### config.mk
export PLATFORM = sky130hd
export DESIGN_NAME = serial_difference_ctrl_flat
export DESIGN_NICKNAME = d
export VERILOG_FILES = /design/src/rtl/serial_difference_ctrl_if.sv /design/src/rtl/serial_difference_ctrl.sv /design/src/flat_wrapper.sv
export SDC_FILE = /design/constraint.sdc
export NUM_CORES = 1
export LEC_CHECK = 0
export CELL_PAD_IN_SITES_DETAIL_PLACEMENT = 1
export CELL_PAD_IN_SITES_GLOBAL_PLACEMENT = 1
export CORE_MARGIN = 4
export CORE_UTILIZATION = 38
export CTS_BUF_LIST = sky130_fd_sc_hd__clkbuf_2 sky130_fd_sc_hd__clkbuf_4 sky130_fd_sc_hd__clkbuf_8
export DETAILED_ROUTE_END_ITERATION = 8
export PLACE_DENSITY_LB_ADDON = 0.1
export SYNTH_ARGS = -nofsm -noshare
export SYNTH_HDL_FRONTEND = slang
export SYNTH_SLANG_ARGS = --single-unit
### constraint.sdc
create_clock -name clk -period 1.51 [get_ports clk]
set_clock_uncertainty 0.1 [all_clocks]
set_input_delay 0.3775 -clock clk [delete_from_list [all_inputs] [get_ports clk]]
set_output_delay 0.3775 -clock clk [all_outputs]
set_load 0.02 [all_outputs]
### src/rtl/serial_difference_ctrl_if.sv
// Requester-side bundle for the bit-serial subtractor: start/ack handshake,
// operands and the registered result flags.
interface serial_difference_ctrl_if #(
    parameter int W = 4
);
    // Handshake: a request is accepted on a rising edge where start=1 and the
    // sequencer is idle, or where it is presenting a result and ack=1 in the
    // same cycle. A result is offered while done=1 and is retired by ack=1.
    logic         start;
    logic [W-1:0] a;
    logic [W-1:0] b;
    logic         ack;
    logic         busy;
    logic         done;
    logic [W-1:0] diff;
    logic         borrow_out;
    logic         zero;
    logic         overflow;

    modport master (
        output start, a, b, ack,
        input  busy, done, diff, borrow_out, zero, overflow
    );

    modport slave (
        input  start, a, b, ack,
        output busy, done, diff, borrow_out, zero, overflow
    );
endinterface

### src/rtl/serial_difference_ctrl.sv
// Bit-serial W-bit subtractor: one full-difference cell reused over W clocks,
// LSB first. Results are registered and only change when a subtraction ends.
module serial_difference_ctrl #(
    parameter int W = 4
) (
    input  logic                      clk,
    input  logic                      reset_n,
    serial_difference_ctrl_if.slave   bus,
    output logic [1:0]                state_dbg
);
    localparam int CW = $clog2(W);
    localparam logic [CW-1:0] LAST = CW'(W - 1);

    typedef enum logic [1:0] {
        IDLE = 2'd0,
        RUN  = 2'd1,
        DONE = 2'd2
    } state_t;

    state_t         state_q, state_d;
    logic [W-1:0]   a_sr_q, a_sr_d;     // minuend bits; vacated MSBs collect difference bits
    logic [W-1:0]   b_sr_q, b_sr_d;
    logic           brw_q, brw_d;
    logic [CW-1:0]  cnt_q, cnt_d;
    logic           a_msb_q, a_msb_d;   // captured sign bits for the overflow flag
    logic           b_msb_q, b_msb_d;
    logic [W-1:0]   diff_q, diff_d;
    logic           borrow_q, borrow_d;
    logic           zero_q, zero_d;
    logic           ovf_q, ovf_d;
    logic           busy_q, busy_d;
    logic           done_q, done_d;

    logic           bit_s;
    logic           brw_nx;
    logic [W-1:0]   res_s;

    // Next-state, datapath step and result load for the three-state sequencer.
    always_comb begin
        state_d  = state_q;
        a_sr_d   = a_sr_q;
        b_sr_d   = b_sr_q;
        brw_d    = brw_q;
        cnt_d    = cnt_q;
        a_msb_d  = a_msb_q;
        b_msb_d  = b_msb_q;
        diff_d   = diff_q;
        borrow_d = borrow_q;
        zero_d   = zero_q;
        ovf_d    = ovf_q;

        bit_s  = a_sr_q[0] ^ b_sr_q[0] ^ brw_q;
        brw_nx = (~a_sr_q[0] & b_sr_q[0]) | (~(a_sr_q[0] ^ b_sr_q[0]) & brw_q);
        // After the final step the shifted minuend register is exactly the difference.
        res_s  = {bit_s, a_sr_q[W-1:1]};

        case (state_q)
            IDLE: begin
                if (bus.start) begin
                    state_d = RUN;
                    a_sr_d  = bus.a;
                    b_sr_d  = bus.b;
                    a_msb_d = bus.a[W-1];
                    b_msb_d = bus.b[W-1];
                    brw_d   = 1'b0;
                    cnt_d   = '0;
                end
            end
            RUN: begin
                a_sr_d = res_s;
                b_sr_d = {1'b0, b_sr_q[W-1:1]};
                brw_d  = brw_nx;
                if (cnt_q == LAST) begin
                    state_d  = DONE;
                    cnt_d    = '0;
                    diff_d   = res_s;
                    borrow_d = brw_nx;
                    zero_d   = (res_s == '0);
                    ovf_d    = (a_msb_q != b_msb_q) && (res_s[W-1] != a_msb_q);
                end else begin
                    cnt_d = cnt_q + 1'b1;
                end
            end
            DONE: begin
                if (bus.ack) begin
                    if (bus.start) begin
                        state_d = RUN;
                        a_sr_d  = bus.a;
                        b_sr_d  = bus.b;
                        a_msb_d = bus.a[W-1];
                        b_msb_d = bus.b[W-1];
                        brw_d   = 1'b0;
                        cnt_d   = '0;
                    end else begin
                        state_d = IDLE;
                    end
                end
            end
            default: state_d = IDLE;
        endcase

        busy_d = (state_d == RUN);
        done_d = (state_d == DONE);
    end

    // State, datapath and result registers; reset clears everything immediately.
    always_ff @(posedge clk or negedge reset_n) begin
        if (!reset_n) begin
            state_q  <= IDLE;
            a_sr_q   <= '0;
            b_sr_q   <= '0;
            brw_q    <= 1'b0;
            cnt_q    <= '0;
            a_msb_q  <= 1'b0;
            b_msb_q  <= 1'b0;
            diff_q   <= '0;
            borrow_q <= 1'b0;
            zero_q   <= 1'b0;
            ovf_q    <= 1'b0;
            busy_q   <= 1'b0;
            done_q   <= 1'b0;
        end else begin
            state_q  <= state_d;
            a_sr_q   <= a_sr_d;
            b_sr_q   <= b_sr_d;
            brw_q    <= brw_d;
            cnt_q    <= cnt_d;
            a_msb_q  <= a_msb_d;
            b_msb_q  <= b_msb_d;
            diff_q   <= diff_d;
            borrow_q <= borrow_d;
            zero_q   <= zero_d;
            ovf_q    <= ovf_d;
            busy_q   <= busy_d;
            done_q   <= done_d;
        end
    end

    assign bus.busy       = busy_q;
    assign bus.done       = done_q;
    assign bus.diff       = diff_q;
    assign bus.borrow_out = borrow_q;
    assign bus.zero       = zero_q;
    assign bus.overflow   = ovf_q;
    assign state_dbg      = state_q;
endmodule

### src/flat_wrapper.sv
// flat-port wrapper written by rule: the top's interface ports become plain ports
module serial_difference_ctrl_flat 
#(
    parameter int W = 4
)
  (clk, reset_n, state_dbg, bus_start, bus_a, bus_b, bus_ack, bus_busy, bus_done, bus_diff, bus_borrow_out, bus_zero, bus_overflow);
  serial_difference_ctrl_if #(.W(W)) bus_i ();
  input  logic clk;
  input  logic reset_n;
  output logic [1:0] state_dbg;
  input wire logic [$bits(bus_i.start)-1:0] bus_start;
  input wire logic [$bits(bus_i.a)-1:0] bus_a;
  input wire logic [$bits(bus_i.b)-1:0] bus_b;
  input wire logic [$bits(bus_i.ack)-1:0] bus_ack;
  output wire logic [$bits(bus_i.busy)-1:0] bus_busy;
  output wire logic [$bits(bus_i.done)-1:0] bus_done;
  output wire logic [$bits(bus_i.diff)-1:0] bus_diff;
  output wire logic [$bits(bus_i.borrow_out)-1:0] bus_borrow_out;
  output wire logic [$bits(bus_i.zero)-1:0] bus_zero;
  output wire logic [$bits(bus_i.overflow)-1:0] bus_overflow;
  assign bus_i.start = bus_start;
  assign bus_i.a = bus_a;
  assign bus_i.b = bus_b;
  assign bus_i.ack = bus_ack;
  assign bus_busy = bus_i.busy;
  assign bus_done = bus_i.done;
  assign bus_diff = bus_i.diff;
  assign bus_borrow_out = bus_i.borrow_out;
  assign bus_zero = bus_i.zero;
  assign bus_overflow = bus_i.overflow;
  serial_difference_ctrl #(.W(W)) u_core (.clk(clk), .reset_n(reset_n), .bus(bus_i), .state_dbg(state_dbg));
endmodule
==> results of run 1 <==
[cell usage in the layout (no fill, tap or decap), types with 3 or more instances in the layout]
| cell | instances |
|---|---|
| dfrtp_1 | 22 |
| buf_4 | 19 |
| mux2_4 | 11 |
| clkdlybuf4s50_1 | 10 |
| mux2_2 | 7 |
| o21ai_0 | 6 |
| clkbuf_2 | 6 |
| buf_6 | 6 |
| nand2_1 | 4 |
| clkbuf_4 | 3 |
| buf_2 | 3 |
[registers in the layout, indices dropped and copies added (netlist names)]
signal	count
u_core.a_sr_q	4
u_core.b_sr_q	4
u_core.bus.diff	4
u_core.cnt_q	2
u_core.state_dbg	2
u_core.a_msb_q	1
u_core.b_msb_q	1
u_core.brw_q	1
u_core.bus.borrow_out	1
u_core.bus.busy	1
u_core.bus.done	1
u_core.bus.overflow	1
u_core.bus.zero	1
[power by group]
part           internal [µW]  switching (µW)
registers                952             209
logic                   1330             860
clock network            268             197
total                   2550            1270
[final cells by class]
class / count / area share [%]
clock buffer: 3 / 1.387
clock inverter: 1 / 1.849
multi-input combinational: 53 / 31.59
inverter: 3 / 0.6934
sequential: 24 / 37.13
tap: 31 / 2.388
timing repair buffer: 48 / 24.96
[worst max path at each step]
stage,startpoint,endpoint,slack [ns]
2_1_floorplan,u_core.b_sr_q[0],u_core.a_sr_q[3],-0.1
3_3_place_gp,bus_ack,u_core.b_sr_q[1],-0.33
3_5_place_dp,bus_ack,u_core.b_sr_q[2],-0.36
4_1_cts,u_core.b_sr_q[0],u_core.a_sr_q[3],-0.16
5_1_grt,u_core.b_sr_q[0],u_core.bus.zero,-0.19
6_report,u_core.brw_q,u_core.a_sr_q[3],-0.15
[metrics by stage]
step	total power, µW	hold slack (ns)	utilization [%]
2_1_floorplan	2310	-0.01809	-
3_3_place_gp	3050	0.3609	54.45
3_5_place_dp	3128	0.3773	54.45
4_1_cts	3775	0.2844	58.44
5_1_grt	4090	0.2787	58.89
6_report	3813	0.2906	58.89
[what timing repair did]
action | 4_1_cts | 5_1_grt
pin swaps | 1 | 3
setup buffers | 5 | 3
gates cloned | 0 | 0
resized for setup | 38 | 16
setup endpoints to repair | 25 | 24
[metal layers]
| metal | GRT usage (%) | vias up | wire length (µm) |
|---|---|---|---|
| met1 | 18.01 | 394 | 1020 |
| met5 | 0 | - | 0 |
| li1 | - | 386 | - |
| met2 | 27.65 | 15 | 1399 |
| met4 | 3.636 | 0 | 0 |
| met3 | 3.099 | 0 | 111 |
[cell families after synthesis]
group	synth area share, %
flops	54.36
mux	22.54
buf+inv	2.491
simple gates	9.060
compound gates	8.608
fa+ha+maj	2.944
==> impl_metrics.json, run 1 <==
{
  "status": "finished, violations left",
  "failed_checks": "negative setup slack",
  "grt_setup_unrepaired": "yes",
  "period_needed_ns": 1.661,
  "grt_max_degree": 25,
  "cts-root-buf": "clkbuf_4",
  "vdd_drop_max_mv": 1.402,
  "seq_area_um2": 603.1,
  "die_area_um2": 3834,
  "fillCellCount": 290,
  "netlist_top_cells_count": "24 x dfrtp_1, 11 x mux2_2, 8 x o21ai_0, 7 x mux2_4, 4 x nand2_1",
  "dp.cells": 151,
  "setup_viol": 6,
  "pre_cts_slack_ns": -0.3625,
  "worst-path-buf-inv": 1,
  "setup-tns-final_ns": -0.4016,
  "syn_inst": 82,
  "fin_ws_ns": -0.1510,
  "p_per_area_nw_per_um2": 2348,
  "io_buffer_count": 22,
  "max_freq_mhz": 602.1,
  "synthArstFlopShare_pct": 100.0,
  "tightest_slew_ns": 0.2041,
  "grt_pass1_vias": 884,
  "nets": 147,
  "synth.largest_area_cell": "dfrtp_1",
  "crit_path_end_kind": "flip-flop",
  "timing.rr.end": "u_core.a_sr_q[3]",
  "worstReg2RegStart": "u_core.brw_q",
  "synth_cell_type_count": 25,
  "drtIter0Drc": 15,
  "path_common_cell": "mux2_4",
  "clockBufferDepth": 2,
  "post-route-period-util_pct": 110.0,
  "crit_type": "flip-flop to flip-flop",
  "cpPeakStageDelay_ns": 0.47,
  "placed_cell_area_um2": 1501,
  "place_congestion": 0.6415,
  "antenna_found_initial": 0,
  "ys_seq_elements": 24,
  "grt_pass1_wl_um": 4119,
  "final_antenna_net_count": 0,
  "slowest_stage": "fa_2",
  "synth_area_um2": 1105,
  "synth_top_area_share_pct": 54.36,
  "core-area_um2": 2758,
  "multi_input_area_um2": 513.0,
  "vias_per_cell": 4.877,
  "synth-edff-count": 0,
  "yosys_warnings": 0,
  "clk_pin_slew_worst_paths_ns": 0.14,
  "critPathRequiredTime_ns": 1.62,
  "drv_cap": 0,
  "crit_cells": 4,
  "drc": 0,
  "syn-num-nets": 96,
  "hold_buffers": 0,
  "fin_cells": 163,
  "num_rows": 19,
  "synth_flop_cell": "dfrtp_1",
  "yosysSeqAreaShare_pct": 54.36,
  "die_y_um": 61.92,
  "area_delta_synth_final_pct": 47.00,
  "clock_latency_ns": 0.32,
  "cts.sinks": 24,
  "first_pass_iters": 3,
  "slew_viol_final": 0,
  "synth_area_leaders": "dfrtp_1 54%, mux2_2 11%, mux2_4 9.5%",
  "final_area_um2": 1624,
  "r2r_slack_ns": -0.15,
  "n_antenna_cell": 0,
  "crit_chain": "inv_2 -> fa_2 -> mux2_4 -> mux2_4",
  "layout-drive-gt1-share_pct": 55.30,
  "arrival_ns": 1.78,
  "die_w_um": 61.92,
  "h-tree-depth": 1,
  "power.leakage_uw": 0.0007994,
  "crit_fanout": 5,
  "dp_hpwl_um": 1793,
  "crit_family": "multiplexers",
  "initial_utilization_pct": 40.06,
  "worst-r2r-cell-count": 4,
  "grt_use_total_pct": 15.10,
  "syn_avg_cell_area_um2": 13.47,
  "vias": 795,
  "wl_um": 2531,
  "wl_per_cell_um": 15.53,
  "min_path_type": "input pin to asynchronous set/reset pin",
  "cts_buffers": 3,
  "final_hold_viol_count": 0,
  "max-slew-margin-rel_pct": 86.25,
  "cp-start-kind": "flip-flop",
  "yosysMostFrequentCell": "dfrtp_1",
  "globalRoute.totalOverflow": 0,
  "cts_tree": "yes",
  "boundaryPins": 23
}
Note: power is estimated with default switching activity, not from simulation.
==> inputs of run 2 (changes only) <==
Settings changed: CORE_MARGIN 4 to 1.
==> run 2 against run 1 <==
  * The flow still finishes with violations (negative setup slack)
  * First-iteration DRC count fell by 53%
  * Utilization down 0.36 points
  * Register-to-register slack got worse by 0.02 ns
  * Wire length shrank 2.8%
  * Sequential power is essentially flat
  * Clock-buffer cell count increased by 1
  * Via count rose by 2.8%
  * Fmax shrank 0.95%
  * Largest cell class unchanged
  * Highest routed layer is now met4
==> impl_metrics.json, run 2 (same netlist as run 1, synthesis figures left out) <==
{
  "seq_area_um2": 603.1,
  "failed_checks": "negative setup slack",
  "drv_cap": 0,
  "wl_um": 2460,
  "crit_chain": "inv_2 -> fa_2 -> mux2_4 -> mux2_4",
  "grt_use_met1_pct": 20.79,
  "crit_start": "u_core.brw_q",
  "period_needed_ns": 1.677,
  "crit_fanout": 5,
  "boundaryPins": 23,
  "cts.sinks": 24,
  "max_freq_mhz": 596.3,
  "final_hold_viol_count": 0,
  "cpPeakStageDelay_ns": 0.48,
  "path_common_cell": "mux2_4",
  "drc": 0,
  "clockBufferDepth": 2,
  "status": "finished, violations left",
  "vias": 817,
  "vdd_drop_max_mv": 1.392,
  "grt_max_degree": 25,
  "io_buffer_count": 22,
  "cts-root-buf": "clkbuf_4",
  "initial_utilization_pct": 40.06,
  "die_area_um2": 3127,
  "num_rows": 19,
  "power.leakage_uw": 0.0007955,
  "globalRoute.totalOverflow": 0,
  "dp.cells": 151,
  "vias_per_cell": 5.012,
  "antenna_found_initial": 0,
  "first_pass_iters": 3,
  "grt_setup_unrepaired": "yes",
  "fillCellCount": 300,
  "max-slew-margin-rel_pct": 86.54,
  "core-area_um2": 2758,
  "clock_latency_ns": 0.31,
  "critPathRequiredTime_ns": 1.63,
  "final_area_um2": 1614,
  "die_y_um": 55.92,
  "placed_cell_area_um2": 1501,
  "die_w_um": 55.92,
  "crit_path_end_kind": "flip-flop",
  "grt_pass1_vias": 814,
  "tightest_slew_ns": 0.2027,
  "min_path_type": "input pin to asynchronous set/reset pin",
  "cp-start-kind": "flip-flop",
  "cts_buffers": 3,
  "post-route-period-util_pct": 111.1,
  "slew_viol_final": 0,
  "slowest_stage": "fa_2",
  "setup_viol": 6,
  "layout-drive-gt1-share_pct": 52.27,
  "drtIter0Drc": 7,
  "grt_pass1_wl_um": 3836,
  "pre_cts_slack_ns": -0.3816,
  "p_per_area_nw_per_um2": 2259,
  "n_antenna_cell": 0,
  "area_delta_synth_final_pct": 46.09,
  "layout.cells.most_common_list": "22 x buf_4, 22 x dfrtp_1, 12 x mux2_4, 10 x clkdlybuf4s50_1, 6 x mux2_2",
  "h-tree-depth": 1,
  "cts_tree": "yes",
  "fin_cells": 163,
  "top_usage_layer": "met2",
  "use_met3_pct": 2.326,
  "crit_type": "flip-flop to flip-flop",
  "dp_hpwl_um": 1676,
  "worstReg2RegStart": "u_core.brw_q",
  "place_congestion": 0.6684,
  "fin_ws_ns": -0.1669,
  "nets": 147,
  "wl_per_cell_um": 15.09,
  "multi_input_area_um2": 523.0,
  "grt_use_total_pct": 16.29,
  "arrival_ns": 1.79,
  "clk_pin_slew_worst_paths_ns": 0.13,
  "final_antenna_net_count": 0,
  "gr-usage-met2_pct": 28.57
}
## run 2: where the power goes
group          total (µW)  leakage (µW)  switching, µW  internal, µW
combinational        2180      0.000484            869          1310
sequential           1160      0.000293            205           952
clock                 313     0.0000184            192           121
## run 2: timing repair
action,CTS,global route
gates cloned,0,0
hold buffers,0,0
resized for setup,34,15
endpoints found under the setup margin,25,23
pin swaps,2,3
setup buffers,3,5
## run 2: stage by stage
stage	hold WS, ns	setup TNS [ns]	total power [µW]	util (%)
global route	0.3105	-0.8091	3878	58.53
finish	0.2886	-0.3907	3647	58.53
global placement	0.3605	-4.079	3046	54.45
CTS	0.2938	-0.3310	3511	56.85
floorplan	-0.01809	-0.3825	2310	-
detailed placement	0.3763	-4.722	3117	54.45
## run 2: final timing paths
kind | slack (ns) | to | cells past startpoint
max reg2reg | -0.17 | u_core.a_sr_q[3] | 4
min | 0.29 | u_core.bus.diff[1] | 2
max in group asynchronous | 0.86 | u_core.state_dbg[0] | 2
min reg2reg | 0.40 | u_core.bus.zero | 2
min in group clk | 0.40 | u_core.bus.zero | 2
max | -0.17 | u_core.a_sr_q[3] | 4
## run 2: metal layers
| layer | wire length (µm) | part of all wire, % |
|---|---|---|
| met5 | 0 | 0 |
| met4 | 9 | 0.37 |
| met3 | 81 | 3.3 |
| met2 | 1298 | 53 |
| met1 | 1071 | 44 |
## run 2: final cells by class
type,count,area share [%]
Clock buffer,4,1.860
Inverter,3,0.6977
Multi-Input combinational cell,53,32.40
Sequential cell,24,37.36
Tap cell,31,2.403
Timing Repair Buffer,48,25.27
## run 2: worst max-delay path: cells and delay by family, from the launching register on
family | cells | cell delay [ns]
muxes | 2 | 0.52
adders and majority gates | 1 | 0.48
DFF | 1 | 0.41
buffers and inverters | 1 | 0.08
==> inputs of run 3 (changes only) <==
Settings changed: TNS_END_PERCENT from default to 30.
==> run 3 against run 2 <==
  * The flow still finishes with violations (negative setup slack)
  * Utilization is 2.9 points lower
  * Sequential power hardly changed
  * Non-clock buffer count is 9 lower
  * Wire length is 3.5% lower
  * Fmax is 1.4% lower
  * Largest cell class unchanged
==> impl_metrics.json, run 3 (same netlist as run 1, synthesis figures left out) <==
{
  "cts-root-buf": "clkbuf_4",
  "slowest_stage": "fa_2",
  "cts_tree": "yes",
  "hold_buffers": 0,
  "clockBufferDepth": 2,
  "wl_um": 2373,
  "crit_path_end_kind": "flip-flop",
  "nets": 138,
  "final_antenna_net_count": 0,
  "layout-drive-gt1-share_pct": 52.03,
  "critPathRequiredTime_ns": 1.67,
  "period_needed_ns": 1.700,
  "drv_cap": 0,
  "layout_commonest_cell": "dfrtp_1",
  "power_frac_comb_pct": 56.0,
  "fin_total_pwr_uw": 3482,
  "area_delta_synth_final_pct": 38.73,
  "fillCellCount": 299,
  "globalRoute.totalOverflow": 0,
  "slew_viol_final": 0,
  "initial_utilization_pct": 40.06,
  "max-slew-margin-rel_pct": 85.62,
  "grt_use_total_pct": 18.33,
  "crit_family": "adder cells",
  "clk_pin_slew_worst_paths_ns": 0.14,
  "worst-path-buf-inv": 1,
  "clock_latency_ns": 0.32,
  "place_congestion": 0.6813,
  "boundaryPins": 23,
  "grt_pass1_wl_um": 4353,
  "die_area_um2": 3127,
  "grt_setup_unrepaired": "yes",
  "p_switching_uw": 1247,
  "vias_per_cell": 5.091,
  "whs_ns": 0.2829,
  "final_util_pct": 55.58,
  "layout.cells.most_common_list": "22 x dfrtp_1, 13 x buf_4, 12 x mux2_4, 11 x clkdlybuf4s50_1, 8 x clkbuf_2",
  "failed_checks": "negative setup slack",
  "cpPeakStageDelay_ns": 0.50,
  "grt_pass1_vias": 909,
  "final_area_um2": 1533,
  "clkPwrFrac_pct": 10.1,
  "swShare_pct": 35.81,
  "vdd_drop_max_mv": 1.080,
  "die_y_um": 55.92,
  "setup-tns-final_ns": -0.5321,
  "io_buffer_count": 22,
  "status": "finished, violations left",
  "fin_ws_ns": -0.1904,
  "tightest_slew_ns": 0.2149,
  "post-route-period-util_pct": 112.6,
  "multi_input_area_um2": 518.0,
  "h-tree-depth": 1,
  "seq_area_um2": 603.1,
  "placed_cell_area_um2": 1486,
  "crit_fanout": 5,
  "intPower_uw": 2235,
  "n_antenna_cell": 0,
  "core-area_um2": 2758,
  "grt_max_degree": 25,
  "die_w_um": 55.92,
  "min_path_type": "input pin to asynchronous set/reset pin",
  "num_rows": 19,
  "setup_viol": 8,
  "seqPwrFrac_pct": 33.9,
  "crit_type": "flip-flop to flip-flop",
  "first_pass_iters": 2,
  "drc": 0,
  "wl_per_cell_um": 15.41,
  "cp-start-kind": "flip-flop",
  "dp_hpwl_um": 1618,
  "p_per_area_nw_per_um2": 2272,
  "arrival_ns": 1.86,
  "max_freq_mhz": 588.1,
  "cts.sinks": 24,
  "drtIter0Drc": 10,
  "power.leakage_uw": 0.0007509,
  "vias": 784,
  "final_hold_viol_count": 0,
  "cts_buffers": 3,
  "antenna_found_initial": 0,
  "crit_chain": "inv_2 -> fa_2 -> or4_4 -> o21ai_1"
}
==> run 3: changes by cell type in the layout (fill, tap and decap cells not counted), sizes merged <==
cell,delta
clkdlybuf4s15,-4
clkdlybuf4s50,+1
buf,-9
dlygate4sd2,-1
clkbuf,+4
==> run 3: power groups by stage <==
stage / logic, µW / clock network [µW] / registers, µW
6_report: 1950 / 350 / 1180
5_1_grt: 2110 / 389 / 1230
4_1_cts: 1960 / 369 / 1170
3_5_place_dp: 1880 / 0 / 1180
3_3_place_gp: 1820 / 0 / 1160
2_1_floorplan: 1010 / 0 / 1290
==> run 3: metal layers <==
metal | wire, µm | vias up | global-route usage [%]
met5 | 0 | - | 0
met4 | 42 | 0 | 7.317
met3 | 79 | 5 | 3.023
met2 | 1164 | 16 | 30.81
met1 | 1087 | 394 | 23.67
li1 | - | 369 | -
==> run 3: what timing repair did <==
item / in CTS / in global routing
buffers inserted: 0 / 1
hold endpoints to repair: 0 / 0
pin swaps: 1 / 2
resized for setup: 38 / 14
endpoints found under the setup margin: 21 / 25
gates cloned: 0 / 0
==> run 3: final cells by class <==
| cell class | instances | area share, % |
|---|---|---|
| well taps | 31 | 2.531 |
| inverters | 3 | 0.7347 |
| clock buffers | 4 | 2.367 |
| repair buffers | 39 | 21.22 |
| flip-flops and latches | 24 | 39.35 |
| multi-input cells | 53 | 33.80 |
==> run 3: path summary, 6_finish.rpt <==
check | from | to | slack [ns] | cells after the start
worst max register to register | u_core.brw_q | u_core.bus.zero | -0.19 | 4
worst min-delay path | reset_n | u_core.bus.diff[1] | 0.28 | 2
min in group clk | u_core.bus.borrow_out | u_core.bus.borrow_out | 0.40 | 2
worst max-delay path | u_core.brw_q | u_core.bus.zero | -0.19 | 4
worst min register to register | u_core.bus.borrow_out | u_core.bus.borrow_out | 0.40 | 2
max in group asynchronous | reset_n | u_core.state_dbg[0] | 0.87 | 2
==> run 3: through the flow <==
step | std cells | setup WS [ns]
detailed placement | 149 | -0.3522
global route | 154 | -0.2220
floorplan | 82 | -0.09867
finish | 154 | -0.1904
global placement | 149 | -0.3339
CTS | 153 | -0.1897
